==> config.mk <==
export PLATFORM = sky130hd
export DESIGN_NAME = traffic_gen_param
export DESIGN_NICKNAME = d
export VERILOG_FILES = /design/src/rtl/traffic_gen_param.sv
export SDC_FILE = /design/constraint.sdc
export NUM_CORES = 1
export LEC_CHECK = 0
export BUFFER_PORTS_ARGS = -buffer_cell sky130_fd_sc_hd__buf_2
export CAP_MARGIN = 5
export CELL_PAD_IN_SITES_DETAIL_PLACEMENT = 1
export CELL_PAD_IN_SITES_GLOBAL_PLACEMENT = 2
export CORE_UTILIZATION = 33
export CTS_BUF_LIST = sky130_fd_sc_hd__clkbuf_8 sky130_fd_sc_hd__clkbuf_16
export CTS_CLUSTER_DIAMETER = 200
export DETAILED_ROUTE_END_ITERATION = 16
export PLACE_DENSITY_LB_ADDON = 0.05
export RECOVER_POWER = 100
export SLEW_MARGIN = 20
export SYNTH_ARGS = -nofsm -noshare
export SYNTH_HDL_FRONTEND = slang
export SYNTH_SLANG_ARGS = --single-unit
==> constraint.sdc <==
create_clock -name clk -period 2.7 [get_ports clk]
set_input_delay 0.405 -clock clk [delete_from_list [all_inputs] [get_ports clk]]
set_output_delay 0.405 -clock clk [all_outputs]
set_load 0.005 [all_outputs]
==> src/rtl/traffic_gen_param.sv <==
// Synthetic-load traffic generator for one mesh node: LFSR-paced multi-flit packets
// into a router local port, with on/off flow control and an optional packet budget.
module traffic_gen_param #(
    parameter int          ROWS     = 4,
    parameter int          COLUMNS  = 4,
    parameter int          SRC_X    = 0,
    parameter int          SRC_Y    = 0,
    parameter int          FLIT_W   = 32,
    parameter int          PKT_LEN  = 4,
    parameter int          INJ_RATE = 64,
    parameter int          MAX_PKTS = 16,
    parameter int          HOT_X    = 0,
    parameter int          HOT_Y    = 0,
    parameter logic [15:0] SEED     = 16'hACE1
) (
    input  logic              clk,
    input  logic              reset_n,
    input  logic              i_start,
    input  logic [1:0]        i_mode,
    input  logic              i_send,
    output logic [FLIT_W-1:0] o_flit,
    output logic              o_transmit,
    output logic [15:0]       o_pkt_count,
    output logic              o_busy,
    output logic              o_done
);
    localparam int MAXD = (ROWS > COLUMNS) ? ROWS : COLUMNS;
    localparam int AW   = (MAXD > 1) ? $clog2(MAXD) : 1;

    localparam logic [1:0] T_BODY   = 2'b00;
    localparam logic [1:0] T_HEAD   = 2'b01;
    localparam logic [1:0] T_TAIL   = 2'b10;
    localparam logic [1:0] T_SINGLE = 2'b11;

    // HEAD build is folded into the IDLE exit so INJ_RATE=256 injects one cycle after start;
    // INJ is kept in the encoding but never entered.
    typedef enum logic [1:0] {IDLE, INJ, SEND, DONE} state_t;

    typedef struct packed {
        logic [1:0]    typ;
        logic [AW-1:0] dx;
        logic [AW-1:0] dy;
    } hdr_t;

    state_t      state_q, state_d;
    hdr_t        hdr_q, hdr_d;
    logic [7:0]  seq_q, seq_d;
    logic [15:0] idx_q, idx_d;
    logic [15:0] cnt_q, cnt_d;
    logic        xmit_q, xmit_d;
    logic [15:0] lfsr_q;

    logic [AW-1:0] dst_x, dst_y;
    int            rx, ry;
    logic          inject, budget_hit, accept;

    always_comb begin
        rx = int'(lfsr_q[15:8]) % ROWS;
        ry = int'(lfsr_q[7:0]) % COLUMNS;
        if (rx == SRC_X && ry == SRC_Y) ry = (ry + 1) % COLUMNS;
        dst_x = AW'(SRC_X);
        dst_y = AW'((SRC_Y + 1) % COLUMNS);
        case (i_mode)
            2'd0: begin dst_x = AW'(rx);              dst_y = AW'(ry);                 end
            2'd1: begin dst_x = AW'(SRC_Y % ROWS);    dst_y = AW'(SRC_X % COLUMNS);    end
            2'd2: begin dst_x = AW'(HOT_X);           dst_y = AW'(HOT_Y);              end
            default: ;
        endcase
    end

    assign inject     = i_start && (int'(lfsr_q[7:0]) < INJ_RATE);
    assign budget_hit = (MAX_PKTS != 0) && (int'(cnt_q) >= MAX_PKTS);
    assign accept     = xmit_q && i_send;

    always_comb begin
        state_d = state_q;
        hdr_d   = hdr_q;
        seq_d   = seq_q;
        idx_d   = idx_q;
        cnt_d   = cnt_q;
        xmit_d  = xmit_q;
        case (state_q)
            IDLE: begin
                xmit_d = 1'b0;
                if (budget_hit) begin
                    state_d = DONE;
                end else if (inject) begin
                    state_d   = SEND;
                    xmit_d    = 1'b1;
                    idx_d     = '0;
                    hdr_d.typ = (PKT_LEN == 1) ? T_SINGLE : T_HEAD;
                    hdr_d.dx  = dst_x;
                    hdr_d.dy  = dst_y;
                end
            end
            SEND: begin
                // flit fields only move on acceptance, so a stalled flit holds
                if (accept) begin
                    idx_d = idx_q + 16'd1;
                    if (hdr_q.typ == T_TAIL || hdr_q.typ == T_SINGLE) begin
                        if (cnt_q != 16'hFFFF) cnt_d = cnt_q + 16'd1;
                        seq_d   = seq_q + 8'd1;
                        xmit_d  = 1'b0;
                        state_d = IDLE;
                    end else begin
                        hdr_d.typ = (int'(idx_d) < PKT_LEN - 1) ? T_BODY : T_TAIL;
                    end
                end
            end
            DONE:    xmit_d = 1'b0;
            default: begin
                state_d = IDLE;
                xmit_d  = 1'b0;
            end
        endcase
    end

    always_ff @(posedge clk) begin
        if (reset_n) begin
            state_q <= IDLE;
            hdr_q   <= '0;
            seq_q   <= '0;
            idx_q   <= '0;
            cnt_q   <= '0;
            xmit_q  <= 1'b0;
            lfsr_q  <= SEED;
        end else begin
            state_q <= state_d;
            hdr_q   <= hdr_d;
            seq_q   <= seq_d;
            idx_q   <= idx_d;
            cnt_q   <= cnt_d;
            xmit_q  <= xmit_d;
            lfsr_q  <= {lfsr_q[14:0], lfsr_q[15] ^ lfsr_q[13] ^ lfsr_q[12] ^ lfsr_q[10]};
        end
    end

    always_comb begin
        o_flit                     = '0;
        o_flit[FLIT_W-1 -: 2]      = hdr_q.typ;
        o_flit[FLIT_W-3 -: AW]     = hdr_q.dx;
        o_flit[FLIT_W-3-AW -: AW]  = hdr_q.dy;
        o_flit[15:0]               = {seq_q, idx_q[7:0]};
    end

    assign o_transmit  = xmit_q;
    assign o_pkt_count = cnt_q;
    assign o_busy      = (state_q == SEND);
    assign o_done      = (state_q == DONE);

endmodule
# Yosys cells after proc, flatten, opt, wreduce, memory -nomap -nowiden
# Cells that the tools add are included.
[word_totals]
register_bits = 65
input_bits = 6
output_inout_bits = 51
wordCells = 74
[classes]
n_addsub = 4
magnitude_cmp = 3
eq_ne = 13
n_mux = 23
bitwise_logic = 5
n_reduce_logical = 17
[ops]
columns = ["operator", "count"]
rows = [
  ["$logic_not 32->1", 2],
  ["$mux 16", 3],
  ["$add 16x1->16 const B", 2],
  ["$pmux 16 s2", 1],
  ["$mux 2", 9],
  ["$ge 16x5->1 const B", 1],
  ["$lt 16x2->1 const B", 1],
  ["$ne 16x16->1 const B", 1],
  ["$mux 6", 2],
  ["$reduce_and 4->1", 3],
  ["$eq 2x2->1 const B", 5],
  ["$add 8x1->8 const B", 1],
  ["$lt 8x7->1 const B", 1],
  ["$pmux 2 s2", 2],
  ["$ne 2x2->1 const B", 3],
  ["$pmux 2 s3", 1],
  ["$reduce_and 3->1", 2],
  ["$reduce_and 5->1", 1],
  ["$logic_not 2->1", 2],
  ["$mux 1", 4],
  ["$ne 2x1->1 const B", 2],
  ["$logic_and 1x1->1", 3],
  ["$ne 3x3->1 const B", 1],
  ["$xor 1x1->1", 3],
  ["8 further kinds", 9],
]

# Logic depth before layout (Yosys ltp)
[depth]
ltp_word = 7
depth_mapped = 8
ltp_nobuf = 7

# Least setup slack after synthesis
# OpenSTA, ideal clock, no wires.
[synth_path]
path_type = "flip-flop to flip-flop"
from = "register idx_q[0]"
to = "register hdr_q (netlist bit o_flit[31])"
setup_ns = 0.138
arrival_ns = 1.843
t_required_ns = 2.562
path_slack_ns = 0.718
path_stages_with_launch = 8
n_path_buf = 1
synth_period_minus_slack_ns = 1.982
path_cell_list = "dfxtp_1 > ha_1 > buf_2 > and3_1 > a31oi_1 > or4_1 > a2111oi_0 > a31oi_1"
[synth_via]
elab_chain_len = 6
[synth_rtl]
columns = ["item", "line", "source"]
rows = [
  ["start, declared", "48", "logic [15:0] idx_q, idx_d;"],
  ["start signal, assigned", "131", "idx_q <= idx_d;"],
  ["$add 16x1->16", "99", "idx_d = idx_q + 16'd1;"],
  ["$lt 16x2->1", "106", "hdr_d.typ = (int'(idx_d) < PKT_LEN - 1) ? T_BODY : T_TAIL;"],
  ["$mux 2", "106", ""],
  ["$mux 2", "100", "if (hdr_q.typ == T_TAIL || hdr_q.typ == T_SINGLE) begin"],
  ["$mux 2", "98", "if (accept) begin"],
  ["$pmux 2 s2", "82", "case (state_q)"],
  ["end signal, assigned", "129", "hdr_q <= hdr_d;"],
  ["end, declared", "46", "hdr_t hdr_q, hdr_d;"],
]
# No other way between the ends. The select of a mux whose other input is x is not followed.
# A chain may end at the register's enable or synchronous reset.

# Worst setup path after layout
# Same ends and word-level chain as after synthesis.

==> run_summary.xml <==
<?xml version="1.0" encoding="UTF-8"?>
<metrics>
  <group name="logic_synthesis">
    <metric name="share_of_the_yosys_chip_area_belonging_to_registers" unit="%">39.76</metric>
    <metric name="synth_top_flop_cell" unit="">dfxtp_1</metric>
    <metric name="synth.yosys.warnings" unit="">0</metric>
    <metric name="synth.lib_cells_used.distinct" unit="">51</metric>
    <metric name="synth.cell_area" unit="sq mm">0.003273</metric>
    <metric name="synth_top_cell_by_area" unit="">dfxtp_1</metric>
    <metric name="synthTopCellsByArea" unit="">dfxtp_1, nor2_1, xor2_1</metric>
    <metric name="yosys.area.top_type_share" unit="%">39.76</metric>
    <metric name="synthCells" unit="">388</metric>
    <metric name="asyncSetResetFlopFracSynth" unit="%">0</metric>
    <metric name="post_synth.cell_area_avg" unit="sq um">8.436</metric>
    <metric name="synth_seq_cells" unit="">65</metric>
    <metric name="synth_enable_flop_cells" unit="">0</metric>
  </group>
  <group name="critical_path">
    <metric name="endpoint_kind" unit="">flip-flop</metric>
    <metric name="worst-setup-path-type" unit="">flip-flop to flip-flop</metric>
    <metric name="cp_data_arrival_time" unit="ps">2510</metric>
    <metric name="crit_required" unit="ps">2910</metric>
    <metric name="worstRegToRegCells" unit="">6</metric>
    <metric name="nature_of_the_critical_path_startpoint" unit="">flip-flop</metric>
    <metric name="timing.critical_path.fanout_max" unit="">9</metric>
  </group>
  <group name="global_route">
    <metric name="overflow" unit="">0</metric>
    <metric name="grt_antenna_before_repair" unit="">0</metric>
    <metric name="all_layer_global_routing_usage" unit="%">17.76</metric>
    <metric name="pin_count_of_the_biggest_net_entering_global_routing" unit="">37</metric>
    <metric name="global_route_wire_length_before_repair" unit="um">14250</metric>
    <metric name="grt_pass1_vias" unit="">2833</metric>
  </group>
  <group name="timing">
    <metric name="post-route-worst-setup-slack" unit="ps">405.0</metric>
    <metric name="timing.final.max_slew_violations" unit="">37</metric>
    <metric name="finalClockSkew" unit="ps">12.77</metric>
    <metric name="final.period_utilization" unit="%">85.00</metric>
    <metric name="setup_viol" unit="">0</metric>
    <metric name="hold_violations" unit="">0</metric>
    <metric name="achievable-frequency" unit="MHz">435.7</metric>
    <metric name="rsz0062_at_grt" unit="">no</metric>
    <metric name="maxSlewHeadroom" unit="%">-2.866</metric>
    <metric name="setup_total_negative_slack" unit="ps">0</metric>
    <metric name="timing.final.crit_period" unit="ps">2295</metric>
    <metric name="transition_time_at_the_pin_with_the_least_slew_margin" unit="ps">1543</metric>
    <metric name="final.hold.worst_slack" unit="ps">406.1</metric>
  </group>
  <group name="place">
    <metric name="portBuffers" unit="">46</metric>
    <metric name="place_worst_setup_slack" unit="ps">343.6</metric>
    <metric name="hpwlAfterDp" unit="um">5738</metric>
    <metric name="routability_driven_placement_congestion_ratio" unit="">0.7405</metric>
  </group>
  <group name="flow_run">
    <metric name="max-cap-violations" unit="">1</metric>
  </group>
  <group name="drt">
    <metric name="drt-wirelength-per-cell" unit="um">15.02</metric>
    <metric name="detailedRoute.firstIterationViolations" unit="">55</metric>
    <metric name="dr.pass1.iters" unit="">4</metric>
    <metric name="drt-total-wl" unit="um">8336</metric>
    <metric name="number_of_remaining_drc_errors" unit="">0</metric>
    <metric name="detail_route.vias_per_cell" unit="">5.146</metric>
    <metric name="via_count" unit="">2856</metric>
    <metric name="antenna_left" unit="">0</metric>
  </group>
  <group name="clock_tree">
    <metric name="cts.sink_count" unit="">65</metric>
    <metric name="cts-hold-fix-buffers" unit="">0</metric>
    <metric name="clk_latency" unit="ps">350</metric>
    <metric name="cts_buffers" unit="">9</metric>
    <metric name="worst_setup_hold_path_clk_slew" unit="ps">80</metric>
    <metric name="cts.path.max_buffers" unit="">2</metric>
    <metric name="postCtsSetupRepairBufs" unit="">0</metric>
    <metric name="root_buffer" unit="">clkbuf_8</metric>
    <metric name="ctsHtreeMaxLevel" unit="">3</metric>
    <metric name="tritoncts" unit="">built</metric>
    <metric name="cts_resized" unit="">0</metric>
  </group>
  <group name="power_and_ir_drop">
    <metric name="cellLeakagePower" unit="nW">1.438</metric>
    <metric name="power.density" unit="mW/mm^2">568.3</metric>
    <metric name="design_power_total" unit="mW">2.097</metric>
    <metric name="peakVddDrop" unit="uV">310.8</metric>
  </group>
  <group name="finish">
    <metric name="layout-drive-gt1-share" unit="%">14.08</metric>
    <metric name="layout.core_utilization" unit="%">39.19</metric>
    <metric name="layout.cells.most_common" unit="">dfxtp_1</metric>
    <metric name="areaGrowthSynthToFinish" unit="%">12.73</metric>
    <metric name="mostFrequentLayoutCells" unit="">dfxtp_1, nor2_1, buf_2</metric>
    <metric name="insertedDiodeCount" unit="">0</metric>
    <metric name="layout.nets" unit="">434</metric>
  </group>
  <group name="floorplan">
    <metric name="die-area" unit="sq mm">0.01032</metric>
    <metric name="placeableCoreArea" unit="sq mm">0.009415</metric>
    <metric name="rows" unit="">35</metric>
    <metric name="initial_utilization" unit="%">34.76</metric>
    <metric name="chipHeight" unit="um">101.6</metric>
    <metric name="fp.dieW" unit="um">101.6</metric>
    <metric name="pin_count" unit="">57</metric>
  </group>
  <group name="min_path">
    <metric name="min_delay_path_depth" unit="">3</metric>
    <metric name="worstHoldPathType" unit="">primary input to flip-flop</metric>
  </group>
  <group name="outcome">
    <metric name="violations" unit="">capacitance limit, slew limit</metric>
    <metric name="run_status" unit="">finished, violations left</metric>
  </group>
</metrics>
metrics by stage:
stage	std cells	instance area [sq um]
6_report	555	3690
4_1_cts	555	3776
3_5_place_dp	539	3527
2_1_floorplan	397	3307
5_1_grt	555	3690
3_3_place_gp	539	3527
Yosys cell counts (7+ instances only):
cell and n:
a21oi_1 26, a31oi_1 7, buf_4 19, clkbuf_1 11
dfxtp_1 65, ha_1 7, inv_1 10, nand2_1 16
nand3_1 23, nand4_1 9, nor2_1 48, nor2b_1 7
nor3_1 7, o21ai_0 20, or2_2 8, xnor2_1 9
xor2_1 17
cell type report:
cell class,instances,area [sq um]
fill,1151,5725
clock inverter,7,125.1
sequential,65,1301
multi-input combinational,282,1692
inverter,10,37.54
timing repair buffer,53,249.0
clock buffer,9,123.9
tap,129,161.4
worst max-delay path, stage by stage, from the launching register on:
cell	delay (ps)
dfxtp_1	480
ha_1	370
nand2_1	150
nor4_1	530
xor2_1	130
a2111oi_0	390
a31oi_1	120
kinds of logic after synthesis:
group           synth area share [%]
simple gates                   25.69
buf+inv                        8.372
other cells                   0.1146
flops                          39.76
compound gates                 14.91
fa+ha+maj                      2.676
mux                            1.529
xor+xnor                       6.957
report_power, final:
group          leakage (nW)  internal (mW)  switching, mW
Clock                 0.124          0.623          0.424
Combinational         0.785         0.0257         0.0393
Sequential            0.528          0.976        0.00892
Total                  1.44           1.62          0.472
flip-flops by register name (all words and copies together), names as in the netlist:
register and count:
idx_q 16, lfsr_q 16, o_pkt_count 16, seq_q 8
o_flit 6, state_q 2, o_transmit 1
path summary, 6_finish.rpt:
kind	from	to	slack (ps)
worst max-delay path	idx_q[0]$_SDFFE_PP0P_	o_flit[31]$_SDFFE_PP0P_	400
worst min-delay path	i_start	state_q[1]$_SDFFE_PP0P_	410
worst max register to register	idx_q[0]$_SDFFE_PP0P_	o_flit[31]$_SDFFE_PP0P_	400
worst min register to register	lfsr_q[4]$_SDFF_PP0_	lfsr_q[5]$_SDFF_PP1_	420
layer usage:
layer / vias up / GRT usage [%] / part of all wire [%]
met2: 39 / 28.69 / 48
li1: 1409 / - / -
met1: 1400 / 23.04 / 48
met5: - / 0 / 0
met4: 0 / 4.571 / 0.86
met3: 8 / 5.314 / 3.0
No activity file was read; power rests on OpenSTA's default activity.
